--- src/rtl/msk_aes_pkg.sv ---
// Shared definitions for the masked AES-128 key-schedule control slice.
package msk_aes_pkg;

  localparam int unsigned NROUNDS_AES128 = 10;
  localparam int unsigned RCON_W         = 8;
  localparam int unsigned ROUND_W        = 4;

  // RCON[1..10], entry r lives at bits [8*(r-1) +: 8]
  localparam logic [NROUNDS_AES128*RCON_W-1:0] RCON_TABLE = {
    8'h36, 8'h1b, 8'h80, 8'h40, 8'h20,
    8'h10, 8'h08, 8'h04, 8'h02, 8'h01
  };

  typedef enum logic [1:0] {
    IDLE  = 2'd0,
    LOAD  = 2'd1,
    ROUND = 2'd2,
    HOLD  = 2'd3
  } ks_state_e;

  // Round constant for rounds 1..10; any other index yields zero.
  function automatic logic [RCON_W-1:0] rcon_lookup(input logic [ROUND_W-1:0] round);
    logic [RCON_W-1:0] val;
    val = '0;
    for (int unsigned r = 1; r <= NROUNDS_AES128; r++) begin
      if (round == ROUND_W'(r)) begin
        val = RCON_TABLE[RCON_W*(r-1) +: RCON_W];
      end
    end
    return val;
  endfunction

endpackage

--- src/rtl/msk_rcon_share.sv ---
// Bit-interleaved sharing of the round constant (bit i at [D*i +: D]).
// Optional macro MSK_KS_RCON_REMASK_EN: shares 1..D-1 come from rnd_rcon
// and share 0 is corrected so the shares still XOR to the RCON bit.
module msk_rcon_share
  import msk_aes_pkg::*;
#(
  parameter int unsigned D = 2
) (
  input  logic [ROUND_W-1:0]    round_idx,
  input  logic                  en,
`ifdef MSK_KS_RCON_REMASK_EN
  input  logic [8*(D-1)-1:0]    rnd_rcon,
`endif
  output logic [RCON_W*D-1:0]   sh_rcon
);

  logic [RCON_W-1:0] rcon;

  // Build the sharing; all shares are zero when not enabled.
  always_comb begin
    rcon    = en ? rcon_lookup(round_idx) : '0;
    sh_rcon = '0;
    for (int unsigned i = 0; i < RCON_W; i++) begin
`ifdef MSK_KS_RCON_REMASK_EN
      if (en) begin
        sh_rcon[D*i+1 +: D-1] = rnd_rcon[(D-1)*i +: D-1];
        sh_rcon[D*i]          = rcon[i] ^ (^rnd_rcon[(D-1)*i +: D-1]);
      end
`else
      sh_rcon[D*i] = rcon[i];
`endif
    end
  end

endmodule

--- src/rtl/msk_aes_ks_ctrl.sv ---
// Sequencer for the pipelined masked AES-128 key-schedule round.
// Loads the masked key, paces each round over LATENCY cycles, drives the
// shared RCON in the round's last cycle and returns round keys over a
// valid/ready handshake.
// Optional macro MSK_KS_RCON_REMASK_EN adds the rnd_rcon port for a freshly
// remasked RCON sharing.
module msk_aes_ks_ctrl
  import msk_aes_pkg::*;
#(
  parameter int unsigned d       = 2,
  parameter int unsigned LATENCY = 4,
  parameter int unsigned NROUNDS = NROUNDS_AES128
) (
  input  logic                 clk,
  input  logic                 rst_n,
  input  logic                 start,
  output logic                 in_ready,
  output logic                 key_en,
  output logic                 key_sel,
`ifdef MSK_KS_RCON_REMASK_EN
  input  logic [8*(d-1)-1:0]   rnd_rcon,
`endif
  output logic [RCON_W*d-1:0]  sh_rcon,
  output logic [ROUND_W-1:0]   round_idx,
  output logic                 rk_valid,
  input  logic                 rk_ready,
  output logic                 busy,
  output logic                 done
);

  localparam int unsigned CNT_W = (LATENCY > 1) ? $clog2(LATENCY) : 1;
  localparam logic [CNT_W-1:0]   CNT_LAST  = CNT_W'(LATENCY - 1);
  localparam logic [ROUND_W-1:0] ROUND_END = ROUND_W'(NROUNDS);

  ks_state_e          state_q, state_d;
  logic [CNT_W-1:0]   cnt_q, cnt_d;
  logic [ROUND_W-1:0] round_q, round_d;
  logic               done_q, done_d;
  logic               rcon_en;

  // State, cycle counter, round counter and done pulse registers.
  always_ff @(posedge clk or negedge rst_n) begin
    if (!rst_n) begin
      state_q <= IDLE;
      cnt_q   <= '0;
      round_q <= '0;
      done_q  <= 1'b0;
    end else begin
      state_q <= state_d;
      cnt_q   <= cnt_d;
      round_q <= round_d;
      done_q  <= done_d;
    end
  end

  // Next-state logic and datapath controls.
  always_comb begin
    state_d  = state_q;
    cnt_d    = cnt_q;
    round_d  = round_q;
    done_d   = 1'b0;
    key_en   = 1'b0;
    key_sel  = 1'b0;
    rk_valid = 1'b0;
    rcon_en  = 1'b0;

    unique case (state_q)
      IDLE: begin
        if (start) state_d = LOAD;
      end
      LOAD: begin
        key_en  = 1'b1;
        round_d = ROUND_W'(1);
        cnt_d   = '0;
        state_d = ROUND;
      end
      ROUND: begin
        if (cnt_q == CNT_LAST) begin
          rk_valid = 1'b1;
          rcon_en  = 1'b1;
          if (!rk_ready) state_d = HOLD;
        end else begin
          cnt_d = cnt_q + CNT_W'(1);
        end
      end
      HOLD: begin
        // Key register untouched, so the round output stays a valid sharing
        rk_valid = 1'b1;
        rcon_en  = 1'b1;
      end
      default: state_d = IDLE;
    endcase

    // Round key accepted: feed it back and advance or finish
    if (rk_valid && rk_ready) begin
      key_en  = 1'b1;
      key_sel = 1'b1;
      cnt_d   = '0;
      if (round_q == ROUND_END) begin
        state_d = IDLE;
        round_d = '0;
        done_d  = 1'b1;
      end else begin
        state_d = ROUND;
        round_d = round_q + ROUND_W'(1);
      end
    end
  end

  // Status outputs derived from state.
  always_comb begin
    in_ready  = (state_q == IDLE);
    busy      = (state_q != IDLE);
    round_idx = round_q;
    done      = done_q;
  end

  msk_rcon_share #(
    .D (d)
  ) u_rcon_share (
    .round_idx (round_q),
    .en        (rcon_en),
`ifdef MSK_KS_RCON_REMASK_EN
    .rnd_rcon  (rnd_rcon),
`endif
    .sh_rcon   (sh_rcon)
  );

endmodule

--- config.mk ---
export PLATFORM = sky130hd
export DESIGN_NAME = msk_aes_ks_ctrl
export DESIGN_NICKNAME = d
export VERILOG_FILES = /design/src/rtl/msk_aes_pkg.sv /design/src/rtl/msk_rcon_share.sv /design/src/rtl/msk_aes_ks_ctrl.sv
export SDC_FILE = /design/constraint.sdc
export NUM_CORES = 1
export LEC_CHECK = 0
export CORE_UTILIZATION = 43
export DETAILED_ROUTE_END_ITERATION = 8
export GPL_TIMING_DRIVEN = 0
export PLACE_DENSITY = 0.9
export SLEW_MARGIN = 20
export SYNTH_ARGS = -nofsm -noshare
export SYNTH_HDL_FRONTEND = slang
export SYNTH_HIERARCHICAL = 1
export SYNTH_SLANG_ARGS = --single-unit
--- constraint.sdc ---
create_clock -name clk -period 2.15 [get_ports clk]
set_input_delay 0.43 -clock clk [delete_from_list [all_inputs] [get_ports clk]]
set_output_delay 0.43 -clock clk [all_outputs]
set_load 0.03 [all_outputs]
==> Word level (Yosys, flattened, before mapping) <==
Cells that the tools add are included.
{ "word_totals": {"regBits": 9, "input_bits": 4} }
{ "op_classes": {"n_eq_ne": 18, "reduce_logical": 8, "n_mux": 30, "addsub": 2} }
{ "op_table": {"columns": ["operator", "count"], "rows": [
  ["$mux W8", 4],
  ["$eq A4 B3 Y1 const B", 4],
  ["$mux W2", 8],
  ["$mux W4", 4],
  ["$eq A4 B4 Y1 const B", 3],
  ["$ne A3 B3 Y1 const B", 3],
  ["$eq A4 B2 Y1 const B", 2],
  ["$mux W1", 7],
  ["$mux W7", 1],
  ["$eq A2 B2 Y1 const B", 3],
  ["$mux W6", 1],
  ["$pmux W2 S3", 1],
  ["$mux W5", 1],
  ["$add A4 B1 Y4 const B", 1],
  ["$eq A4 B1 Y1 const B", 1],
  ["$pmux W2 S2", 1],
  ["$reduce_and A4 Y1", 1],
  ["$reduce_bool A2 Y1", 2],
  ["$reduce_bool A4 Y1", 1],
  ["$mux W3", 1],
  ["$ne A3 B2 Y1 const B", 1],
  ["$reduce_bool A3 Y1", 1],
  ["$add A2 B1 Y2 const B", 1],
  ["$eq A2 B1 Y1 const B", 1],
  ["4 further kinds", 4]
]} }

==> Longest topological paths before layout <==
{ "logic_depth": {"word_depth": 12, "depth_mapped": 7} }

==> By module <==
Netlist, hierarchy kept.
{ "modules_own_cells": {"columns": ["mod", "cells_per_inst", "area_per_inst_um2", "seq_area_each_um2", "n_inst"], "rows": [
  ["msk_aes_ks_ctrl", 58, 581.8, 225.2, 1],
  ["msk_rcon_share", 30, 232.7, 0.0, 1]
]} }

==> Worst setup path after synthesis <==
Ideal clock, no wire load.
{ "synth_timing": {"path_type": "flip-flop to output port", "startpoint": "register state_q[0]", "endpoint": "output port sh_rcon[14]", "t_required_ns": 1.720, "path_slack_ns": -0.386, "n_path_buf": 0, "arrival_time_ns": 2.106, "stages_incl_launch_ff": 6, "cell_sequence": "dfrtp_1 -> inv_1 -> ha_1 -> a21o_4 -> nand2b_1 -> nor4b_1"} }
{ "synth_via": {"elab_chain_cells": 3} }
{ "synth_lines": {"columns": ["item", "line_no", "source"], "rows": [
  ["start: declaration", "msk_aes_ks_ctrl.sv:35", "ks_state_e state_q, state_d;"],
  ["start signal: assignment", "msk_aes_ks_ctrl.sv:49", "state_q <= state_d;"],
  ["$eq A2 B2 Y1", null, null],
  ["$pmux W1 S2 *", null, null],
  ["via rk_valid", "msk_aes_ks_ctrl.sv:25", "output logic rk_valid,"],
  ["$mux W8 *", "msk_rcon_share.sv:21", "rcon = en ? rcon_lookup(round_idx) : '0;"],
  ["end: declaration", "msk_aes_ks_ctrl.sv:23", "output logic [RCON_W*d-1:0] sh_rcon,"]
]} }
The timed path passes the listed nets; every way through them passes the cells marked *.

==> Worst setup path in the final report <==
{ "layout_timing": {"startpoint": "register state_q[0]", "endpoint": "output port key_en"} }
{ "layout_via": {"elab_chain_cells": 4} }
{ "layout_lines": {"columns": ["item", "line_no", "source"], "rows": [
  ["$eq A2 B2 Y1", "msk_aes_ks_ctrl.sv:67", "unique case (state_q)"],
  ["$pmux W1 S2", "msk_aes_ks_ctrl.sv:67", null],
  ["$logic_and A1 B1 Y1", "msk_aes_ks_ctrl.sv:95", "if (rk_valid && rk_ready) begin"],
  ["$mux W1 *", "msk_aes_ks_ctrl.sv:95", null],
  ["end: declaration", "msk_aes_ks_ctrl.sv:18", "output logic key_en,"]
]} }
Mark *: on every way between the ends. The rest lies on a longest branch, timed or not.

==> run metrics <==
number of distinct standard cells referenced by the synthesized netlist=35; total detailed-routing wirelength=2080 um; number of standard-cell rows in the floorplan=15; final hold viol count=0; layout overhead on the synthesized area=52.8%; P per Cell Area=1450 nW/um2; Critical Path Source Type=flop; upper clock frequency limit=450 MHz; pin count of the biggest net entering global routing=15; Final Max Slew Viols=0; proportion of synthesized chip area in sequential cells=27.6%; initial antenna violation count=0; violations in the final reports=setup timing; overall routing resource usage=21.2%; CTS tree=yes; Final #Nets=143; clock tree root buffer cell=clkbuf_4; height of the chip=45.5 um; crit path time final=2220 ps; cts bufs inserted=3; I/O pin cnt=30; arrival time of data at the critical path endpoint=1790 ps; later-pin clock latency in the skew report=270 ps; global-route wire length before repair=3160 um; Max Fanout on Critical Path=8; horizontal die dimension=45.5 um; post-placement setup slack=-341 ps; Post-Synth Simple-Gate Area=26.0%; worst vdd ir=1.09 mV; result of the run=finished, violations left; die area=2070 um2; P_leak=0.601 nW; mean post-synth cell area=9.26 um2; least setup slack across all paths after layout=-70.8 ps; area share of xor/xnor cells in the synthesized design=4.30%; total gr overflow=0; Vias=773; synthesized netlist cell count=88; # Max-Cap Violations=0; required time worst endpoint=1720 ps; number of enable flip-flop cells after synthesis=0; synthesis-stage register bit count=9; Clock Pin Slew Worst Setup and Hold Paths=70 ps; placer congestion estimate=0.812; complex-gate fraction of the synthesized area=15.8%; number of hold buffers added after CTS=0; FILL cells=125; worst min path class=input pin to asynchronous set/reset pin; count of TritonRoute iterations in the first routing pass=4; endpoint type of the worst setup path=primary output; setup repair after global routing missed its margin=yes; path type of the worst setup path=flop to primary output; clock net sink count=9; DRC=0; final worst path period share=103%; worst clock skew on the final layout=6.67 ps; Primary FF master, synth=dfrtp_1; main combinational cell family by area after synthesis=simple AND/OR/NAND/NOR gates; fraction of layout instances using a drive strength above 1=42.0%; Core Box Area=1750 um2; DP Wirelength=1220 um; adder-cell share of the synthesized area=10.8%; initial core utilization=46.7%; Synth warnings=6; IO buf count=21; violation count after the first detailed-route iteration=15; number of vias per cell after detailed routing=4.96; buffers from clock root to sink, at most=2; cell area after technology mapping=815 um2; Synth async-reset ratio=100%; via count of the first global-routing pass=700; remaining number of nets flagged by the antenna check after routing=0; Max H-tree Level=1; per-cell routed wire length=13.3 um; Finish-stage setup viols=2; antenna diode instance count=0; minimum hold slack=468 ps; portion of netlist area occupied by mux cells=2.46%
## cell usage in the layout, fill, tap and decap left out, types with 4 or more instances in the layout
cell type and n:
buf_2 6, nor2_1 6, dfrtp_1 8, buf_4 21
nand3b_1 5, clkdlybuf4s50_1 8, inv_1 4, a21oi_1 5
buf_6 4, conb_1 8, ha_1 4
## power breakdown
group / internal (mW) / switching, mW
Sequential: 0.234 / 0.111
Clock: 0.0717 / 0.0624
Combinational: 0.597 / 0.731
## kinds of logic after synthesis
family          after synthesis
buf+inv                      17
fa+ha+maj                     7
xor+xnor                      4
mux                           2
other cells                   1
flops                         9
compound gates               16
simple gates                 32
## worst paths after layout
kind / start / endpoint / slack [ps] / cells past startpoint
worst max register to register: state_q[0]$_DFFE_PN0P_ / state_q[1]$_DFFE_PN0P_ / 260 / 10
min in group clk: cnt_q[1]$_DFFE_PN0P_ / cnt_q[1]$_DFFE_PN0P_ / 570 / 2
worst min register to register: cnt_q[1]$_DFFE_PN0P_ / cnt_q[1]$_DFFE_PN0P_ / 570 / 2
worst min-delay path: rst_n / round_idx[0]$_DFFE_PN0P_ / 470 / 1
worst max-delay path: state_q[0]$_DFFE_PN0P_ / key_en / -70 / 8
max in group asynchronous: rst_n / round_idx[2]$_DFFE_PN0P_ / 1360 / 1
## through the flow
step / power [mW] / setup TNS (ps) / util (%) / cells / instance area (um2)
after floorplan: 1.14 / 0 / - / 95 / 862
after global placement: 1.41 / -1890 / 63.2 / 141 / 1100
after detailed placement: 1.44 / -2150 / 63.2 / 141 / 1100
after CTS: 1.67 / -100 / 69.0 / 150 / 1200
after global routing: 1.94 / -256 / 71.3 / 156 / 1240
final: 1.81 / -115 / 71.3 / 156 / 1240
## worst max-delay path, cell delays in order (launching register included)
cell	delay, ps
dfrtp_1	430
buf_6	140
ha_4	150
a21o_4	240
nand2_8	90
clkinvlp_4	130
nor2_4	160
inv_2	50
buf_6	130
## synthesized netlist by cell type (all sizes together), types with 2 or more instances
| cell type | n | share of area, % |
|---|---|---|
| nand3b | 5 | 4.6 |
| buf | 10 | 9.4 |
| ha | 7 | 11 |
| a22o | 2 | 2.2 |
| nand2 | 4 | 2.8 |
| xnor2 | 3 | 3.2 |
| a21oi | 6 | 4.1 |
| nor2 | 8 | 4.3 |
| inv | 7 | 3.2 |
| nor3b | 4 | 3.7 |
| mux2i | 2 | 2.5 |
| a21o | 3 | 3.7 |
| dfrtp | 9 | 28 |
| nand2b | 3 | 2.3 |
## final cells by class
class / instances / area, um2 / share of cell area (%)
buffer: 10 / 76.3 / 6.13
clock buffer: 4 / 26.3 / 2.11
inverter: 7 / 30.0 / 2.41
multi-input combinational: 69 / 592 / 47.5
sequential: 9 / 226 / 18.2
tap: 25 / 31.3 / 2.51
timing repair buffer: 32 / 263 / 21.1
## routing by layer
layer	share of wire, %	global-route usage [%]
met1	44	29.0
met4	0.67	9.09
met3	5.1	2.78
met5	0	0
met2	50	33.4
## registers in the layout (all words and copies together), names as in the netlist
name / flops
cnt_q: 2
done: 1
round_idx: 4
state_q: 2
## repair_timing
action / 4_1_cts / 5_1_grt
endpoints found under the setup margin: 12 / 9
gates resized for setup: 58 / 20
buffers inserted: 5 / 6
pin swaps: 2 / 4
Note: power is estimated with default switching activity, not from simulation.
